$ cat src/rtl/pixel_loader_pkg.sv
// Shared types and defaults for the pixel loader that feeds the network input frame.
package pixel_loader_pkg;

  typedef enum logic [1:0] {
    IDLE   = 2'd0,
    LOAD   = 2'd1,
    DRAIN  = 2'd2,
    COMMIT = 2'd3
  } loader_state_t;

  localparam int DEFAULT_PIX_W     = 8;
  localparam int DEFAULT_THRESHOLD = 128;

endpackage

$ cat src/rtl/pixel_loader.sv
// Binarizes a stream of grayscale bytes into a HEIGHT-bit shadow frame and
// commits it atomically to pixels once the frame length is confirmed.
module pixel_loader
  import pixel_loader_pkg::*;
#(
  parameter int HEIGHT    = 7,
  parameter int PIX_W     = DEFAULT_PIX_W,
  parameter int THRESHOLD = DEFAULT_THRESHOLD,
  parameter int CNT_W     = 16
) (
  input  logic              clk,
  input  logic              rst,
  input  logic [PIX_W-1:0]  in_data,
  input  logic              in_valid,
  input  logic              in_last,
  output logic              in_ready,
  input  logic              err_clr,
  output logic [HEIGHT-1:0] pixels,
  output logic              frame_done,
  output logic              frame_err,
  output logic [CNT_W-1:0]  frame_count
);

  localparam int IDX_W = (HEIGHT > 1) ? $clog2(HEIGHT) : 1;
  localparam logic [IDX_W-1:0] LAST_IDX = IDX_W'(HEIGHT - 1);

  // Unsigned compare widened by one bit so THRESHOLD == 2**PIX_W stays meaningful.
  function automatic logic binarize(input logic [PIX_W-1:0] d);
    return {1'b0, d} >= (PIX_W + 1)'(THRESHOLD);
  endfunction

  loader_state_t     state, state_nxt;
  logic [IDX_W-1:0]  idx, idx_nxt;
  logic [IDX_W-1:0]  wr_idx;
  logic [HEIGHT-1:0] shadow;
  logic              accept;
  logic              wr_en;
  logic              err_set;
  logic              commit;

  assign in_ready = rst & (state != COMMIT);
  assign accept   = in_valid & in_ready;
  assign wr_idx   = (state == IDLE) ? '0 : idx;

  always_comb begin
    state_nxt = state;
    idx_nxt   = idx;
    wr_en     = 1'b0;
    err_set   = 1'b0;
    commit    = 1'b0;
    case (state)
      IDLE: begin
        if (accept) begin
          wr_en   = 1'b1;
          idx_nxt = IDX_W'(1);
          if (in_last) begin
            if (HEIGHT == 1) begin
              state_nxt = COMMIT;
            end else begin
              err_set = 1'b1;
              idx_nxt = '0;
            end
          end else begin
            state_nxt = LOAD;
          end
        end
      end
      LOAD: begin
        if (accept) begin
          wr_en = 1'b1;
          if (idx == LAST_IDX) begin
            state_nxt = in_last ? COMMIT : DRAIN;
          end else if (in_last) begin
            err_set   = 1'b1;
            idx_nxt   = '0;
            state_nxt = IDLE;
          end else begin
            idx_nxt = idx + IDX_W'(1);
          end
        end
      end
      DRAIN: begin
        // Overlong frame: swallow beats up to and including the last one.
        if (accept && in_last) begin
          err_set   = 1'b1;
          idx_nxt   = '0;
          state_nxt = IDLE;
        end
      end
      COMMIT: begin
        commit    = 1'b1;
        idx_nxt   = '0;
        state_nxt = IDLE;
      end
      default: begin
        idx_nxt   = '0;
        state_nxt = IDLE;
      end
    endcase
  end

  // Control: state, index, error flag
  always_ff @(posedge clk or negedge rst) begin
    if (!rst) begin
      state     <= IDLE;
      idx       <= '0;
      frame_err <= 1'b0;
    end else begin
      state <= state_nxt;
      idx   <= idx_nxt;
      if (err_set) begin
        frame_err <= 1'b1;
      end else if (err_clr) begin
        frame_err <= 1'b0;
      end
    end
  end

  // Data: shadow assembly and committed outputs
  always_ff @(posedge clk or negedge rst) begin
    if (!rst) begin
      shadow      <= '0;
      pixels      <= '0;
      frame_done  <= 1'b0;
      frame_count <= '0;
    end else begin
      frame_done <= commit;
      if (wr_en) begin
        shadow[wr_idx] <= binarize(in_data);
      end
      if (commit) begin
        pixels      <= shadow;
        frame_count <= frame_count + CNT_W'(1);
      end
    end
  end

endmodule

$ cat config.mk
export PLATFORM = sky130hd
export DESIGN_NAME = pixel_loader
export DESIGN_NICKNAME = d
export VERILOG_FILES = /design/src/rtl/pixel_loader_pkg.sv /design/src/rtl/pixel_loader.sv
export SDC_FILE = /design/constraint.sdc
export NUM_CORES = 1
export LEC_CHECK = 0
export BUFFER_PORTS_ARGS = -buffer_cell sky130_fd_sc_hd__buf_2
export CORE_UTILIZATION = 35
export DETAILED_ROUTE_END_ITERATION = 7
export REMOVE_ABC_BUFFERS = 1
export SYNTH_ARGS = -nofsm -noshare
export SYNTH_HDL_FRONTEND = slang
export SYNTH_SLANG_ARGS = --single-unit
$ cat constraint.sdc
create_clock -name clk -period 1.25 [get_ports clk]
set_input_delay 0.125 -clock clk [delete_from_list [all_inputs] [get_ports clk]]
set_output_delay 0.125 -clock clk [all_outputs]
set_load 0.01 [all_outputs]
==> run summary <==
Reg clk slew, reported paths -> 70 ps
endpoints failing setup -> 20
maximum vdd drop -> 0.636 mV
worst hold path depth -> 2
failing checks -> negative setup slack
status -> finished with violations
critical path startpoint category -> flip-flop
ranking of synthesized cells by area -> dfrtp_1 (55%), xnor2_1 (7.7%), mux2_2 (6.0%), nand3_1 (3.2%), nand2_1 (2.9%)
area leader, netlist -> dfrtp_1
slowest cell delay on critical path -> 420 ps
first-pass GRT wire length -> 6660 um
commonest non-fill, non-tap cell in the layout -> dfrtp_1
fmax -> 727 MHz
worst-margin pin slew -> 648 ps
port bufs -> 31
Hold/Removal Path Class -> in -> reg
diode count -> 0
Root Driver -> clkbuf_8
Initial Util -> 37.7%
CP top delay family -> flip-flops
Ports -> 39
CP cell instances -> buf_4 -> buf_6 -> or3_4 -> o21ai_1 -> o31ai_1
RSZ-0062 raised after global routing -> yes
Max Cap Violations -> 0
vias in the first global route -> 1535
final clock skew -> 3.92 ps
Row Count -> 24
relative slew slack -> 56.8%
Lkg Pwr -> 1.25 nW
yosys synthesis warning count -> 0
Critical R2R Launch -> idx[0]
Buf/Inv on CP -> 2
Chip Width -> 71.7 um
share of the synthesized area in the top cell type -> 54.5%
htree depth -> 2
WL/cell -> 15.5 um
TritonCTS clock tree -> done
final hold violation count -> 0
GRT overflow -> 0
Yosys cell types -> 31
Die ar. -> 0.00513 mm2
min cycle time layout -> 1380 ps
R2R depth -> 5
DP Wirelength -> 2730 um
Initial DRC Count -> 54
crit-path max FO -> 5
Max clock buf depth -> 2
commonest non-fill, non-tap cells in the layout -> dfrtp_1 (34), buf_2 (30), buf_4 (28)
max-slew violations -> 0
layout overhead on the synthesized area -> 48.7%
Req. time, crit path -> 1410 ps
Final ANT Viol Nets -> 0
DRT Pass-1 Iters -> 4
final core occ -> 56.1%
critical path class -> reg -> reg
layout cells sized above 1 -> 57.8%
Die Ht -> 71.7 um
WP depth -> 5
Final TNS setup -> -1060 ps
initial antenna violation count -> 0
slowest CP cell -> dfrtp_1
Synth Instances -> 150
Power Density -> 1020 mW/mm2
Worst Setup End Kind -> flip-flop
gr usage total -> 16.9%
Num CTS Buffers -> 5
hold endpoint -> frame_err
cell area after synthesis -> 0.00170 mm2
hold wc startpoint -> err_clr
DR vias -> 1436
WHS -> 14.5 ps
post-placement cell area -> 0.00211 mm2
reg-to-reg endpoint -> shadow[4]
Avg Cell Area, Syn -> 11.3 um2
Setup WS post-layout -> -126 ps
Final period util -> 110%
Worst Path Arrival -> 1540 ps
Layout Nets -> 239
DR vias/cell -> 5.22
CTS sink cnt -> 37
Final Wtd Congestion -> 0.831
routed wire length -> 4280 um
synthesis-stage register bit count -> 37
post-synthesis sequential area ratio -> 54.5%
clk_lat worst skew -> 280 ps
Core Area -> 0.00450 mm2
reg-to-reg setup timing slack -> -130 ps
DRC Markers -> 0
Finished Cell Area -> 0.00252 mm2
pin count of the biggest net entering global routing -> 19
## registers in the layout, summed over array words and instances (netlist names)
signal       flops
frame_err        1
idx              3
state            2
pixels           7
frame_done       1
frame_count     16
shadow           7
## power breakdown
| group | leakage (nW) | switching [W] | internal (W) |
|---|---|---|---|
| combinational | 0.701 | 0.000209 | 0.000222 |
| sequential | 0.501 | 0.0000512 | 0.00126 |
| clock | 0.0443 | 0.000386 | 0.000437 |
## cell usage after synthesis
master	instances
mux2_2	9
buf_4	2
or3b_4	1
buf_2	3
nor2_1	5
and2_1	1
dfrtp_1	37
nand4b_2	1
a2bb2oi_1	1
o31ai_1	4
ha_1	3
nand2_1	13
or3_1	1
inv_1	9
xnor2_1	15
nor2_2	1
o21ai_0	6
and3b_1	1
o21ai_1	2
a21o_1	1
nand4_1	4
o2111ai_1	1
and3_1	4
and4_1	1
nand3_1	11
a21oi_1	4
a31oi_1	2
mux2_1	4
o41ai_2	1
nor4_1	1
nor3b_1	1
## area by class of cell
| cell class | count | area (um2) |
|---|---|---|
| fill | 400 | 1980 |
| sequential | 37 | 930 |
| multi-input combinational | 99 | 905 |
| timing repair buffer | 71 | 505 |
| clock buffer | 7 | 86.3 |
| tap | 52 | 65.1 |
| inverter | 9 | 33.8 |
## through the flow
stage	worst slack, ps	instances	total power, W
6_report	-126	275	0.00257
3_5_place_dp	-145	256	0.00164
5_1_grt	-172	275	0.00269
2_1_floorplan	-145	145	0.00146
3_3_place_gp	-106	256	0.00162
4_1_cts	-90.1	272	0.00255
## kinds of logic (layout without fill, tap and decap cells)
| group | Yosys count | in the layout | share of synthesized area (%) |
|---|---|---|---|
| adders and majority gates | 3 | 3 | 2.21 |
| AOI/OAI and AO/OA | 22 | 22 | 8.48 |
| and+or+nand+nor | 46 | 46 | 14.7 |
| buffers and inverters | 14 | 87 | 3.76 |
| DFF | 37 | 37 | 54.5 |
| xor gates and xnor gates | 15 | 15 | 7.74 |
| muxes | 13 | 13 | 8.62 |
## layer usage
| layer | up-vias | global-route usage [%] | share of wire (%) |
|---|---|---|---|
| li1 | 667 | - | - |
| met1 | 714 | 18.1 | 40 |
| met2 | 44 | 30.7 | 54 |
| met3 | 11 | 5.06 | 4.2 |
| met4 | 0 | 7.63 | 2.3 |
| met5 | - | 0 | 0 |
## worst max-delay path by stage
stage	from	end	slack, ps
2_1_floorplan	state[1]	shadow[5]	-140
3_3_place_gp	state[1]	shadow[5]	-110
3_5_place_dp	state[1]	frame_count[13]	-140
4_1_cts	state[1]	idx[2]	-90
5_1_grt	idx[0]	shadow[4]	-170
6_report	idx[0]	shadow[4]	-130
## what timing repair did
item	in CTS	in global routing
resized for setup	34	31
endpoints found under the setup margin	21	37
hold endpoints to repair	19	0
hold buffers	3	0
pin swaps	7	11
buffers inserted	6	4
Power figures use the tool's default switching activity.
